$ cat config.mk
export PLATFORM = sky130hd
export DESIGN_NAME = return_stack_flat
export DESIGN_NICKNAME = d
export VERILOG_FILES = /design/src/rtl/return_stack_pkg.sv /design/src/rtl/return_stack_if.sv /design/src/rtl/return_stack_stack_ram.sv /design/src/rtl/return_stack.sv /design/src/flat_wrapper.sv
export SDC_FILE = /design/constraint.sdc
export NUM_CORES = 1
export LEC_CHECK = 0
export CAP_MARGIN = 20
export CORE_ASPECT_RATIO = 1.25
export CORE_MARGIN = 2
export CORE_UTILIZATION = 33
export CTS_BUF_LIST = sky130_fd_sc_hd__clkbuf_8 sky130_fd_sc_hd__clkbuf_16
export CTS_CLUSTER_SIZE = 12
export DETAILED_ROUTE_END_ITERATION = 7
export DONT_BUFFER_PORTS = 1
export PLACE_DENSITY = 0.49
export RECOVER_POWER = 100
export SLEW_MARGIN = 40
export SYNTH_ARGS = -nofsm -noshare
export SYNTH_HDL_FRONTEND = slang
export SYNTH_SLANG_ARGS = --single-unit
export TNS_END_PERCENT = 30
$ cat constraint.sdc
create_clock -name clk -period 4.1 [get_ports clk]
set_input_delay 0.41 -clock clk [delete_from_list [all_inputs] [get_ports clk]]
set_output_delay 0.41 -clock clk [all_outputs]
set_load 0.05 [all_outputs]
$ cat src/rtl/return_stack_pkg.sv
// rtl/return_stack_pkg.sv - shared constants and CALL/RET opcode encodings for the return stack
package return_stack_pkg;

    localparam int PC_WIDTH    = 10;
    localparam int STACK_DEPTH = 8;

    // Controller-side opcodes that decode into the push/pop strobes.
    typedef enum logic [1:0] {
        OP_NONE = 2'b00,
        OP_CALL = 2'b01,
        OP_RET  = 2'b10,
        OP_TAIL = 2'b11
    } rs_op_e;

    typedef struct packed {
        logic push;
        logic pop;
    } rs_ctl_t;

    function automatic rs_ctl_t rs_decode(input rs_op_e op);
        rs_ctl_t c;
        c.push = (op == OP_CALL) || (op == OP_TAIL);
        c.pop  = (op == OP_RET)  || (op == OP_TAIL);
        return c;
    endfunction

endpackage

$ cat src/rtl/return_stack_if.sv
// rtl/return_stack_if.sv - push/pop request and stack status bundle between controller and stack
interface return_stack_if
    import return_stack_pkg::*;
#(
    parameter int WIDTH = PC_WIDTH,
    parameter int DEPTH = STACK_DEPTH
);
    localparam int CW = $clog2(DEPTH + 1);

    logic             push;
    logic             pop;
    logic [WIDTH-1:0] d;
    logic [WIDTH-1:0] q;
    logic             empty;
    logic             full;
    logic [CW-1:0]    count;
    logic             ovf;
    logic             unf;

    modport master (
        output push, pop, d,
        input  q, empty, full, count, ovf, unf
    );

    modport slave (
        input  push, pop, d,
        output q, empty, full, count, ovf, unf
    );

endinterface

$ cat src/rtl/return_stack_stack_ram.sv
// rtl/return_stack_stack_ram.sv - DEPTH x WIDTH storage, one synchronous write, one combinational read
module stack_ram #(
    parameter int WIDTH = 10,
    parameter int DEPTH = 8,
    parameter int AW    = $clog2(DEPTH)
) (
    input  logic             clk,
    input  logic             i_we,
    input  logic [AW-1:0]    i_waddr,
    input  logic [WIDTH-1:0] i_wdata,
    input  logic [AW-1:0]    i_raddr,
    output logic [WIDTH-1:0] o_rdata
);

    logic [WIDTH-1:0] r_mem [DEPTH];

    always_ff @(posedge clk) begin
        if (i_we) begin
            r_mem[i_waddr] <= i_wdata;
        end
    end

    assign o_rdata = r_mem[i_raddr];

endmodule

$ cat src/rtl/return_stack.sv
// rtl/return_stack.sv - CALL/RET return-address LIFO with sticky ovf/unf; RSTACK_WRAP_EN selects circular storage
module return_stack
    import return_stack_pkg::*;
#(
    parameter int WIDTH = PC_WIDTH,
    parameter int DEPTH = STACK_DEPTH
) (
    input  logic          clk,
    input  logic          reset,
    return_stack_if.slave bus
);

    localparam int CW = $clog2(DEPTH + 1);
    localparam int AW = $clog2(DEPTH);
    localparam logic [CW:0]   DEPTH_W = (CW + 1)'(DEPTH);
    localparam logic [CW-1:0] DEPTH_C = CW'(DEPTH);
    localparam logic [AW-1:0] LAST_IX = AW'(DEPTH - 1);

    logic [CW-1:0]    r_count;
    logic             r_ovf;
    logic             r_unf;
    logic [AW-1:0]    w_base;
    logic [CW:0]      w_sum;
    logic [AW-1:0]    w_wr_idx;
    logic [AW-1:0]    w_top_idx;
    logic [AW-1:0]    w_waddr;
    logic             w_we;
    logic             w_empty;
    logic             w_full;
    logic             w_tail;
    logic             w_full_push;
    logic [WIDTH-1:0] w_rd_data;

    assign w_empty     = (r_count == '0);
    assign w_full      = (r_count == DEPTH_C);
    assign w_tail      = bus.push && bus.pop && !w_empty;
    assign w_full_push = bus.push && !bus.pop && w_full;

    // Next free slot is base+count modulo DEPTH; the top entry sits just below it.
    assign w_sum     = {{(CW + 1 - AW){1'b0}}, w_base} + {1'b0, r_count};
    assign w_wr_idx  = (w_sum >= DEPTH_W) ? AW'(w_sum - DEPTH_W) : AW'(w_sum);
    assign w_top_idx = (w_wr_idx == '0) ? LAST_IX : w_wr_idx - AW'(1);
    assign w_waddr   = w_tail ? w_top_idx : w_wr_idx;

`ifdef RSTACK_WRAP_EN
    logic [AW-1:0] r_base;

    assign w_base = r_base;
    assign w_we   = bus.push;

    // A full push lands on the oldest slot, which then becomes the newest.
    always_ff @(posedge clk or posedge reset) begin
        if (reset) begin
            r_base <= '0;
        end else if (w_full_push) begin
            r_base <= (r_base == LAST_IX) ? '0 : r_base + AW'(1);
        end
    end
`else
    assign w_base = '0;
    assign w_we   = bus.push && !w_full_push;
`endif

    always_ff @(posedge clk or posedge reset) begin
        if (reset) begin
            r_count <= '0;
            r_ovf   <= 1'b0;
            r_unf   <= 1'b0;
        end else begin
            if (bus.push && bus.pop) begin
                if (w_empty) begin
                    r_count <= CW'(1);
                    r_unf   <= 1'b1;
                end
            end else if (bus.push) begin
                if (!w_full) begin
                    r_count <= r_count + CW'(1);
                end else begin
`ifndef RSTACK_WRAP_EN
                    r_ovf <= 1'b1;
`endif
                end
            end else if (bus.pop) begin
                if (w_empty) begin
                    r_unf <= 1'b1;
                end else begin
                    r_count <= r_count - CW'(1);
                end
            end
        end
    end

    stack_ram #(
        .WIDTH (WIDTH),
        .DEPTH (DEPTH),
        .AW    (AW)
    ) u_ram (
        .clk     (clk),
        .i_we    (w_we),
        .i_waddr (w_waddr),
        .i_wdata (bus.d),
        .i_raddr (w_top_idx),
        .o_rdata (w_rd_data)
    );

    assign bus.q     = w_empty ? '0 : w_rd_data;
    assign bus.empty = w_empty;
    assign bus.full  = w_full;
    assign bus.count = r_count;
    assign bus.ovf   = r_ovf;
    assign bus.unf   = r_unf;

endmodule

$ cat src/flat_wrapper.sv
// flat-port wrapper written by rule: the top's interface ports become plain ports
module return_stack_flat import return_stack_pkg::*;
#(
    parameter int WIDTH = PC_WIDTH,
    parameter int DEPTH = STACK_DEPTH
)
  (clk, reset, bus_push, bus_pop, bus_d, bus_q, bus_empty, bus_full, bus_count, bus_ovf, bus_unf);
  return_stack_if #(.WIDTH(WIDTH), .DEPTH(DEPTH)) bus_i ();
  input  logic clk;
  input  logic reset;
  input wire logic [$bits(bus_i.push)-1:0] bus_push;
  input wire logic [$bits(bus_i.pop)-1:0] bus_pop;
  input wire logic [$bits(bus_i.d)-1:0] bus_d;
  output wire logic [$bits(bus_i.q)-1:0] bus_q;
  output wire logic [$bits(bus_i.empty)-1:0] bus_empty;
  output wire logic [$bits(bus_i.full)-1:0] bus_full;
  output wire logic [$bits(bus_i.count)-1:0] bus_count;
  output wire logic [$bits(bus_i.ovf)-1:0] bus_ovf;
  output wire logic [$bits(bus_i.unf)-1:0] bus_unf;
  assign bus_i.push = bus_push;
  assign bus_i.pop = bus_pop;
  assign bus_i.d = bus_d;
  assign bus_q = bus_i.q;
  assign bus_empty = bus_i.empty;
  assign bus_full = bus_i.full;
  assign bus_count = bus_i.count;
  assign bus_ovf = bus_i.ovf;
  assign bus_unf = bus_i.unf;
  return_stack #(.WIDTH(WIDTH), .DEPTH(DEPTH)) u_core (.clk(clk), .reset(reset), .bus(bus_i));
endmodule
==> impl_metrics.csv, run 1 <==
group,metric,value,unit
clock_tree,cts.path.max_buffers,2,
synthesis,syn_avg_cell_area,16.7,µm²
outcome,outcome,"finished clean",
synthesis,async_reset_ff_frac,0.0698,
clock_tree,ctsResizeCount,0,
floorplanning,initial_core_util,0.336,
setup_path,reg2reg_slack,0.64,ns
setup_path,worst_ep_required_time,3.69,ns
grt,gr-total-overflow,0,
sta,hold_viol_final,0,
sta,skew,0.00925,ns
synthesis,synth_edf_count,80,
sta,finalSetupViolations,0,
floorplanning,die_h,123,µm
cells_and_area,final_cell_count_no_fill,381,
clock_tree,cts_tree,"yes",
sta,worstMarginPinSlew,1.27,ns
floorplanning,ioPinCount,32,
grt,grt_usage,0.136,
clock_tree,htreeDepth,3,
setup_path,worstReg2RegEnd,"u_core.u_ram.r_mem[6][5]",
sta,fmax,278,MHz
sta,tns,0,ns
grt,grt_max_degree,31,
setup_path,crit_chain,"inv_1 > ha_1 > or3_1 > nand2_1 > nand2_1 > a21oi_1 > clkbuf_1",
placement,port_buffers,0,
synthesis,synth.area.top_cells,"edfxtp_1, mux4_2, dfrtp_1",
setup_path,crit_path_frequent_cell,"nand2_1",
synthesis,synthAdderAreaFrac,0.0189,
clock_tree,clkLatencyLatePin,0.33,ns
sta,finalWorstSetupSlack,0.505,ns
synthesis,synth_area_leader_cell,"edfxtp_1",
synthesis,synth_compound_area_frac,0.0631,
synthesis,syn_nets,241,
synthesis,yosysTopAreaCellShare,0.648,
detailed_routing,wl,7730,µm
setup_path,arrival,3.18,ns
placement,gp_congestion,0.770,
setup_path,critPathBufInv,2,
clock_tree,cts_setup_buffers,0,
setup_path,critPathLaunch,"u_core.bus.count[1]",
synthesis,yosysMostFrequentCell,"edfxtp_1",
grt,grt_pass1_wl,11900,µm
detailed_routing,drc_errors,0,
sta,drv_slew,0,
cells_and_area,final_nets,261,
setup_path,cp_max_fo,10,
clock_tree,numCtsBuffers,9,
floorplanning,core_region_area,0.0110,mm²
synthesis,yosysWarnings,0,
detailed_routing,first_iter_violations,101,
clock_tree,cts-root-buf,"clkbuf_16",
grt,antenna_found_initial,0,
setup_path,reg2regPathDepth,7,
setup_path,critPathTopFamily,"simple AND/OR/NAND/NOR gates",
setup_path,endpoint,"bus_q[2]",
min_path,worstHoldPathType,"input pin to register",
detailed_routing,vias_per_cell,5.18,
detailed_routing,wl_per_cell,20.3,µm
placement,place_ws,0.892,ns
synthesis,netlist_instances,222,
synthesis,synth_top_family_by_area,"multiplexers",
sta,finalCritPeriodShare,0.877,
synthesis,synth-seq-cells,86,
detailed_routing,first_pass_iters,4,
sta,timing.hold.ws,0.168,ns
floorplanning,rows,43,
setup_path,startpoint_type,"register",
clock_tree,cts.sinks,86,
run,max_cap_violations,0,
placement,dp_hpwl,5030,µm
synthesis,synthTopCellsByCount,"edfxtp_1, nand2_1, mux4_2",
detailed_routing,ant_nets,0,
sta,period_needed,3.59,ns
setup_path,max_stage_delay,0.71,ns
synthesis,synthFlopType,"edfxtp_1",
synthesis,synthSimpleGateAreaFrac,0.0719,
synthesis,synthMuxAreaShare,0.126,
setup_path,end_kind,"output port",
synthesis,synthXorXnorAreaFrac,0.00709,
synthesis,ys_seq_area_frac,0.688,
sta,rsz0062_at_grt,"false",
synthesis,synth_area,0.00371,mm²
setup_path,cp.depth,7,
setup_path,r2r-start,"u_core.bus.count[1]",
cells_and_area,n_antenna_cell,0,
cells_and_area,fill_cells,1021,
sta,max-slew-margin-rel,0.150,
cells_and_area,area_growth,13.1,%
clock_tree,path_clk_slew,0.06,ns
clock_tree,cts_hold_buf,1,
grt,grt_pass1_vias,2085,
setup_path,slowest_stage,"dfrtp_1",
floorplanning,die_x,98.8,µm
placement,dp_cells,365,
cells_and_area,drive_above_1_share,0.171,
setup_path,path_class,"register to output port",
detailed_routing,vias,1972,
synthesis,yosysUniqueCellTypes,45,
floorplanning,die_area,0.0121,mm²
==> how the worst min path moves through the flow <==
stage | slack (ns) | depth (start not counted) | start | to
floorplan | 0.20 | 1 | reset | u_core.bus.count[0]
global placement | 0.24 | 1 | reset | u_core.bus.ovf
detailed placement | 0.24 | 1 | reset | u_core.bus.ovf
CTS | 0.16 | 0 | bus_d[7] | u_core.u_ram.r_mem[7][7]
global route | 0.16 | 0 | bus_d[7] | u_core.u_ram.r_mem[7][7]
finish | 0.17 | 0 | bus_d[9] | u_core.u_ram.r_mem[4][9]
==> worst reg2reg max path, cell delays in order, from the launching register on <==
cell and delay, ns:
dfrtp_1 0.60, inv_1 0.25, ha_1 0.30, nor3b_4 0.56, o21ai_0 0.23, o31a_2 0.21
nor4_1 0.41, clkbuf_1 0.52
==> cell families (layout without fill, tap and decap cells) <==
group | Yosys count | after routing
flip-flops | 86 | 86
AND/OR/NAND/NOR | 50 | 50
AO/OA/AOI/OAI | 35 | 35
multiplexers | 23 | 23
buffers and inverters | 20 | 44
adder cells (fa/ha/maj) | 5 | 5
XOR/XNOR | 3 | 3
==> placed cells by master (no fill, tap or decap), types with 2 or more instances in the layout <==
master / instances
nor3_1: 4
o32a_1: 2
clkbuf_1: 15
clkinv_2: 2
o21ai_0: 5
a21o_1: 3
nor4_1: 2
inv_1: 9
buf_4: 4
a21oi_1: 13
clkbuf_16: 9
xnor2_1: 2
edfxtp_1: 80
mux2i_1: 4
nor2b_1: 3
nor2_1: 3
nand2_1: 22
nand3_1: 6
mux4_2: 19
dfrtp_1: 5
nand2b_1: 2
ha_1: 4
==> per-stage QoR <==
stage	util	area [µm²]
after detailed placement	0.362	4000
after floorplan	-	3710
final	0.380	4190
after CTS	0.389	4290
after global placement	0.362	4000
after global routing	0.380	4190
==> state kept, by name (all words and copies together), names as in the netlist <==
name / count
u_core.bus.count: 4
u_core.bus.ovf: 1
u_core.bus.unf: 1
u_core.u_ram.r_mem: 80
==> metal layers <==
| metal | part of all wire | up-vias | GRT usage |
|---|---|---|---|
| met5 | 0 | - | 0 |
| met4 | 0.019 | 0 | 0.0642 |
| met3 | 0.032 | 7 | 0.0273 |
| met2 | 0.52 | 32 | 0.236 |
| met1 | 0.43 | 1014 | 0.163 |
| li1 | - | 919 | - |
==> final cells by class <==
type                            instances  area [µm²]  area share
Inverter                                8        30.0     0.00716
Sequential cell                        86        2550       0.609
Multi-Input combinational cell        116        1060       0.252
Clock buffer                            9         225      0.0537
Clock inverter                          6        56.3      0.0134
Tap cell                              135         169      0.0403
Timing Repair Buffer                   21         101      0.0242
Power of run 1 is left out: the tool's default activity adds up to more than one toggle a clock period on the data nets, which glitch-free logic cannot reach.
==> inputs of run 2 (changes only) <==
Settings changed: ABC_AREA set to 1, ABC_CLOCK_PERIOD_IN_PS set to 4100.
==> impl_metrics.csv, run 2 <==
group,metric,value,unit
setup_path,end_kind,"output port",
sta,fmax,288,MHz
detailed_routing,drc_errors,0,
synthesis,netlist_instances,335,
cells_and_area,area_growth,10.9,%
grt,grt_pass1_wl,13100,µm
min_path,worstHoldPathType,"input pin to register",
grt,grt_max_degree,46,
detailed_routing,first_pass_iters,5,
sta,tns,0,ns
synthesis,synth.area.top_cells,"edfxtp_1, nand2_1, nand3_1",
synthesis,async_reset_ff_frac,0.0698,
cells_and_area,drive_above_1_share,0.152,
synthesis,synth_area,0.00386,mm²
clock_tree,cts.path.max_buffers,2,
min_path,worstHoldStart,"bus_d[2]",
sta,worstMarginPinSlew,0.956,ns
cells_and_area,layout_common_cells,"nand2_1, edfxtp_1, nand3_1, nor2_1, inv_1",
detailed_routing,met2_length,4150,µm
detailed_routing,met3_length,346,µm
min_path,hold_path_end,"u_core.u_ram.r_mem[2][2]",
synthesis,yosysMostFrequentCell,"nand2_1",
clock_tree,htreeDepth,3,
floorplanning,initial_core_util,0.335,
setup_path,startpoint_type,"register",
sta,drv_slew,0,
synthesis,syn_avg_cell_area,11.5,µm²
clock_tree,cts_tree,"yes",
synthesis,synth_edf_count,80,
synthesis,synthFlopType,"edfxtp_1",
run,max_cap_violations,0,
clock_tree,path_clk_slew,0.07,ns
cells_and_area,largest_register,"u_core.u_ram.r_mem",
detailed_routing,top_layer_used,"met4",
synthesis,yosysUniqueCellTypes,35,
floorplanning,rows,44,
synthesis,syn_nets,354,
floorplanning,die_area,0.0126,mm²
setup_path,worst_ep_required_time,3.69,ns
synthesis,ys_seq_area_frac,0.662,
sta,finalCritPeriodShare,0.848,
detailed_routing,vias_per_cell,4.92,
clock_tree,numCtsBuffers,9,
setup_path,reg2regPathDepth,8,
min_path,holdPathStages,0,
detailed_routing,ant_nets,0,
outcome,outcome,"finished clean",
clock_tree,cts_hold_buf,1,
grt,grt_pass1_vias,2385,
synthesis,yosysWarnings,0,
setup_path,path_class,"register to output port",
sta,max-slew-margin-rel,0.361,
sta,period_needed,3.48,ns
placement,dp_hpwl,5610,µm
clock_tree,cts_setup_buffers,0,
detailed_routing,vias,2431,
clock_tree,ctsResizeCount,0,
cells_and_area,final_nets,370,
synthesis,synth_area_leader_cell,"edfxtp_1",
setup_path,reg2reg_slack,0.75,ns
floorplanning,die_x,101,µm
synthesis,synthTopCellsByCount,"nand2_1, edfxtp_1, nand3_1",
synthesis,yosysTopAreaCellShare,0.623,
clock_tree,cts-root-buf,"clkbuf_16",
placement,gp_congestion,0.766,
setup_path,worstReg2RegEnd,"u_core.u_ram.r_mem[5][8]",
sta,rsz0062_at_grt,"false",
sta,hold_viol_final,0,
clock_tree,cts.sinks,86,
detailed_routing,wl_per_cell,17.5,µm
clock_tree,clkLatencyLatePin,0.34,ns
setup_path,cp_max_fo,13,
cells_and_area,largest_register_ffs,80,
detailed_routing,first_iter_violations,218,
grt,antenna_found_initial,0,
floorplanning,core_region_area,0.0115,mm²
synthesis,synth-seq-cells,86,
cells_and_area,final_common_cell,"nand2_1",
floorplanning,die_h,125,µm
grt,grt_usage,0.143,
setup_path,arrival,3.07,ns
detailed_routing,wl,8660,µm
sta,finalSetupViolations,0,
sta,skew,0.00867,ns
cells_and_area,fill_cells,1127,
grt,gr-total-overflow,0,
placement,port_buffers,0,
setup_path,r2r-start,"u_core.bus.count[1]",
cells_and_area,n_antenna_cell,0,
floorplanning,ioPinCount,32,
detailed_routing,wl_met1,4020,µm
## run 2: through the flow
step,cell area (µm²),cells,util,worst slack [ns],hold WS (ns)
2_1_floorplan,3860,335,-,0.787,0.201
3_3_place_gp,4060,477,0.353,0.912,0.238
3_5_place_dp,4070,477,0.354,0.850,0.242
4_1_cts,4350,494,0.378,0.730,0.157
5_1_grt,4280,494,0.372,0.386,0.146
6_report,4280,494,0.372,0.623,0.160
## run 2: worst max path at each step
| stage | from | to | slack [ns] | cells after the start |
|---|---|---|---|---|
| after floorplan | u_core.bus.count[0] | bus_q[0] | 0.79 | 10 |
| after global placement | u_core.bus.count[1] | u_core.u_ram.r_mem[2][3] | 0.91 | 9 |
| after detailed placement | u_core.bus.count[1] | u_core.u_ram.r_mem[1][2] | 0.85 | 9 |
| after CTS | u_core.bus.count[1] | bus_q[5] | 0.73 | 9 |
| after global routing | u_core.bus.count[1] | bus_q[5] | 0.39 | 9 |
| final | u_core.bus.count[1] | bus_q[5] | 0.62 | 9 |
## run 2: routing by layer
metal	global-route usage	up-vias
met5	0	-
met4	0.0524	0
met3	0.0348	8
met2	0.224	59
met1	0.192	1176
li1	-	1188
## run 2: layout make-up
class | count | area [µm²] | share of cell area
multi-input cells | 215 | 1090 | 0.255
clock inverters | 5 | 20.0 | 0.00468
flip-flops and latches | 86 | 2550 | 0.597
clock buffers | 11 | 253 | 0.0591
inverters | 21 | 86.3 | 0.0202
repair buffers | 18 | 100 | 0.0234
well taps | 138 | 173 | 0.0404
## run 2: cell families after synthesis
logic type / after synthesis / share of synthesized area
AOI/OAI and AO/OA: 36 / 0.0639
adders and majority gates: 5 / 0.0182
buffers and inverters: 34 / 0.0480
DFF: 86 / 0.662
and+or+nand+nor: 174 / 0.208
## run 2: critical path, cell delays in order (launching register included)
cell and delay (ns):
dfrtp_1 0.68, inv_1 0.23, ha_1 0.27, nor2_1 0.09, nor2_1 0.07, nor2_4 0.44
inv_1 0.33, a21oi_1 0.25, nor3_2 0.07, clkbuf_1 0.31
Power of run 2 is left out for the same reason.
==> inputs of run 3 (changes only) <==
Settings changed: ABC_CLOCK_PERIOD_IN_PS 4100 to 3000, PLACE_DENSITY 0.49 to 0.5.
Clock period 4.1 ns to 3 ns, I/O delays scaled along.
==> impl_metrics.csv, run 3 (synthesis gave the netlist of run 2 again) <==
group,metric,value,unit
outcome,outcome,"finished clean",
setup_path,cp.depth,8,
clock_tree,htreeDepth,3,
min_path,worstHoldPathType,"input pin to register",
detailed_routing,ant_nets,0,
cells_and_area,final_nets,383,
setup_path,critPathLaunch,"u_core.bus.count[0]",
detailed_routing,first_iter_violations,127,
setup_path,critPathBufInv,4,
detailed_routing,met2_length,4330,µm
setup_path,reg2regPathDepth,9,
grt,grt_max_degree,46,
clock_tree,cts_setup_buffers,0,
setup_path,endpoint,"bus_q[1]",
sta,skew,0.00317,ns
setup_path,r2r-start,"u_core.bus.count[0]",
floorplanning,core_region_area,0.0115,mm²
cells_and_area,area_growth,13.3,%
grt,grt_pass1_vias,2498,
cells_and_area,largest_register,"u_core.u_ram.r_mem",
cells_and_area,seq_area,0.00255,mm²
cells_and_area,n_antenna_cell,0,
setup_path,max_stage_delay,0.43,ns
setup_path,crit_chain,"inv_6 > ha_1 > inv_1 > clkbuf_1 > nand3_1 > a21oi_1 > nor3_2 > buf_4",
clock_tree,clkLatencyLatePin,0.34,ns
grt,grt_usage,0.146,
clock_tree,numCtsBuffers,9,
cells_and_area,multi_input_area,0.00109,mm²
setup_path,arrival,2.49,ns
floorplanning,die_x,101,µm
detailed_routing,drc_errors,0,
sta,finalCritPeriodShare,0.931,
floorplanning,rows,44,
cells_and_area,fill_cells,1141,
grt,grt_pass1_wl,13400,µm
floorplanning,ioPinCount,32,
setup_path,reg2reg_slack,0.33,ns
run,max_cap_violations,0,
setup_path,slowest_stage,"dfrtp_2",
placement,port_buffers,0,
detailed_routing,top_layer_used,"met4",
grt,antenna_found_initial,0,
cells_and_area,largest_register_ffs,80,
floorplanning,die_area,0.0126,mm²
setup_path,end_kind,"output port",
setup_path,critPathTopFamily,"buffers and inverters",
setup_path,path_class,"register to output port",
setup_path,worst_ep_required_time,2.70,ns
sta,worstMarginPinSlew,0.731,ns
sta,finalSetupViolations,0,
floorplanning,initial_core_util,0.335,
clock_tree,path_clk_slew,0.06,ns
setup_path,startpoint_type,"register",
detailed_routing,first_pass_iters,4,
grt,gr-total-overflow,0,
cells_and_area,final_common_cell,"nand2_1",
sta,rsz0062_at_grt,"false",
clock_tree,cts-root-buf,"clkbuf_16",
placement,dp_hpwl,5650,µm
sta,fmax,358,MHz
detailed_routing,wl_per_cell,17.1,µm
detailed_routing,vias_per_cell,4.94,
sta,drv_slew,0,
cells_and_area,drive_above_1_share,0.190,
sta,hold_viol_final,0,
sta,max-slew-margin-rel,0.513,
sta,period_needed,2.79,ns
clock_tree,cts.sinks,86,
detailed_routing,met3_length,348,µm
detailed_routing,wl_met1,3730,µm
clock_tree,cts_tree,"yes",
floorplanning,die_h,125,µm
sta,tns,0,ns
setup_path,cp_max_fo,39,
min_path,worstHoldStart,"bus_d[2]",
detailed_routing,wl,8650,µm
placement,gp_congestion,0.737,
setup_path,worstReg2RegEnd,"u_core.u_ram.r_mem[7][5]",
cells_and_area,layout_common_cells,"nand2_1, edfxtp_1, nand3_1, nor2_1, inv_1",
detailed_routing,vias,2505,
clock_tree,cts.path.max_buffers,2,
[run 3: changes by cell type in the layout (fill, tap and decap cells not counted), moves of 2 or more]
| cell | previous run | this run |
|---|---|---|
| clkbuf_1 | 10 | 8 |
| inv_1 | 19 | 16 |
| clkbuf_8 | 2 | 0 |
| clkinv_1 | 0 | 2 |
| buf_4 | 7 | 13 |
| buf_2 | 0 | 2 |
| clkbuf_2 | 0 | 7 |
[run 3: layout make-up]
class | count | share of cell area
clock inverter | 7 | 0.0132
inverter | 21 | 0.0198
clock buffer | 9 | 0.0515
tap | 138 | 0.0395
sequential | 86 | 0.584
timing repair buffer | 31 | 0.0418
multi-input combinational | 215 | 0.250
[run 3: how the worst min path moves through the flow]
| stage | end | slack, ns | cells after the start |
|---|---|---|---|
| finish | u_core.u_ram.r_mem[6][2] | 0.05 | 0 |
| floorplan | u_core.bus.count[0] | 0.09 | 1 |
| global route | u_core.u_ram.r_mem[6][2] | 0.04 | 0 |
| CTS | u_core.u_ram.r_mem[3][9] | 0.04 | 0 |
| global placement | u_core.bus.ovf | 0.13 | 1 |
| detailed placement | u_core.bus.unf | 0.13 | 1 |
[run 3: repair_timing]
action                    4_1_cts  5_1_grt
hold endpoints to repair        6        0
hold buffers                    1        0
resized for setup               0        0
[run 3: per-stage QoR]
| stage | area, µm² | utilization | hold WS, ns | instances | setup slack [ns] |
|---|---|---|---|---|---|
| after floorplan | 3860 | - | 0.0910 | 335 | 0.128 |
| after global placement | 4160 | 0.362 | 0.127 | 490 | 0.632 |
| after detailed placement | 4160 | 0.362 | 0.132 | 490 | 0.641 |
| after CTS | 4450 | 0.387 | 0.0442 | 507 | 0.279 |
| after global routing | 4370 | 0.380 | 0.0402 | 507 | 0.0677 |
| final | 4370 | 0.380 | 0.0511 | 507 | 0.206 |
[run 3: metal layers]
layer  vias up  track usage
li1       1217            -
met1      1227        0.170
met5         -            0
met2        46        0.249
met3        15       0.0365
met4         0       0.0637
Power of run 3 is left out for the same reason.
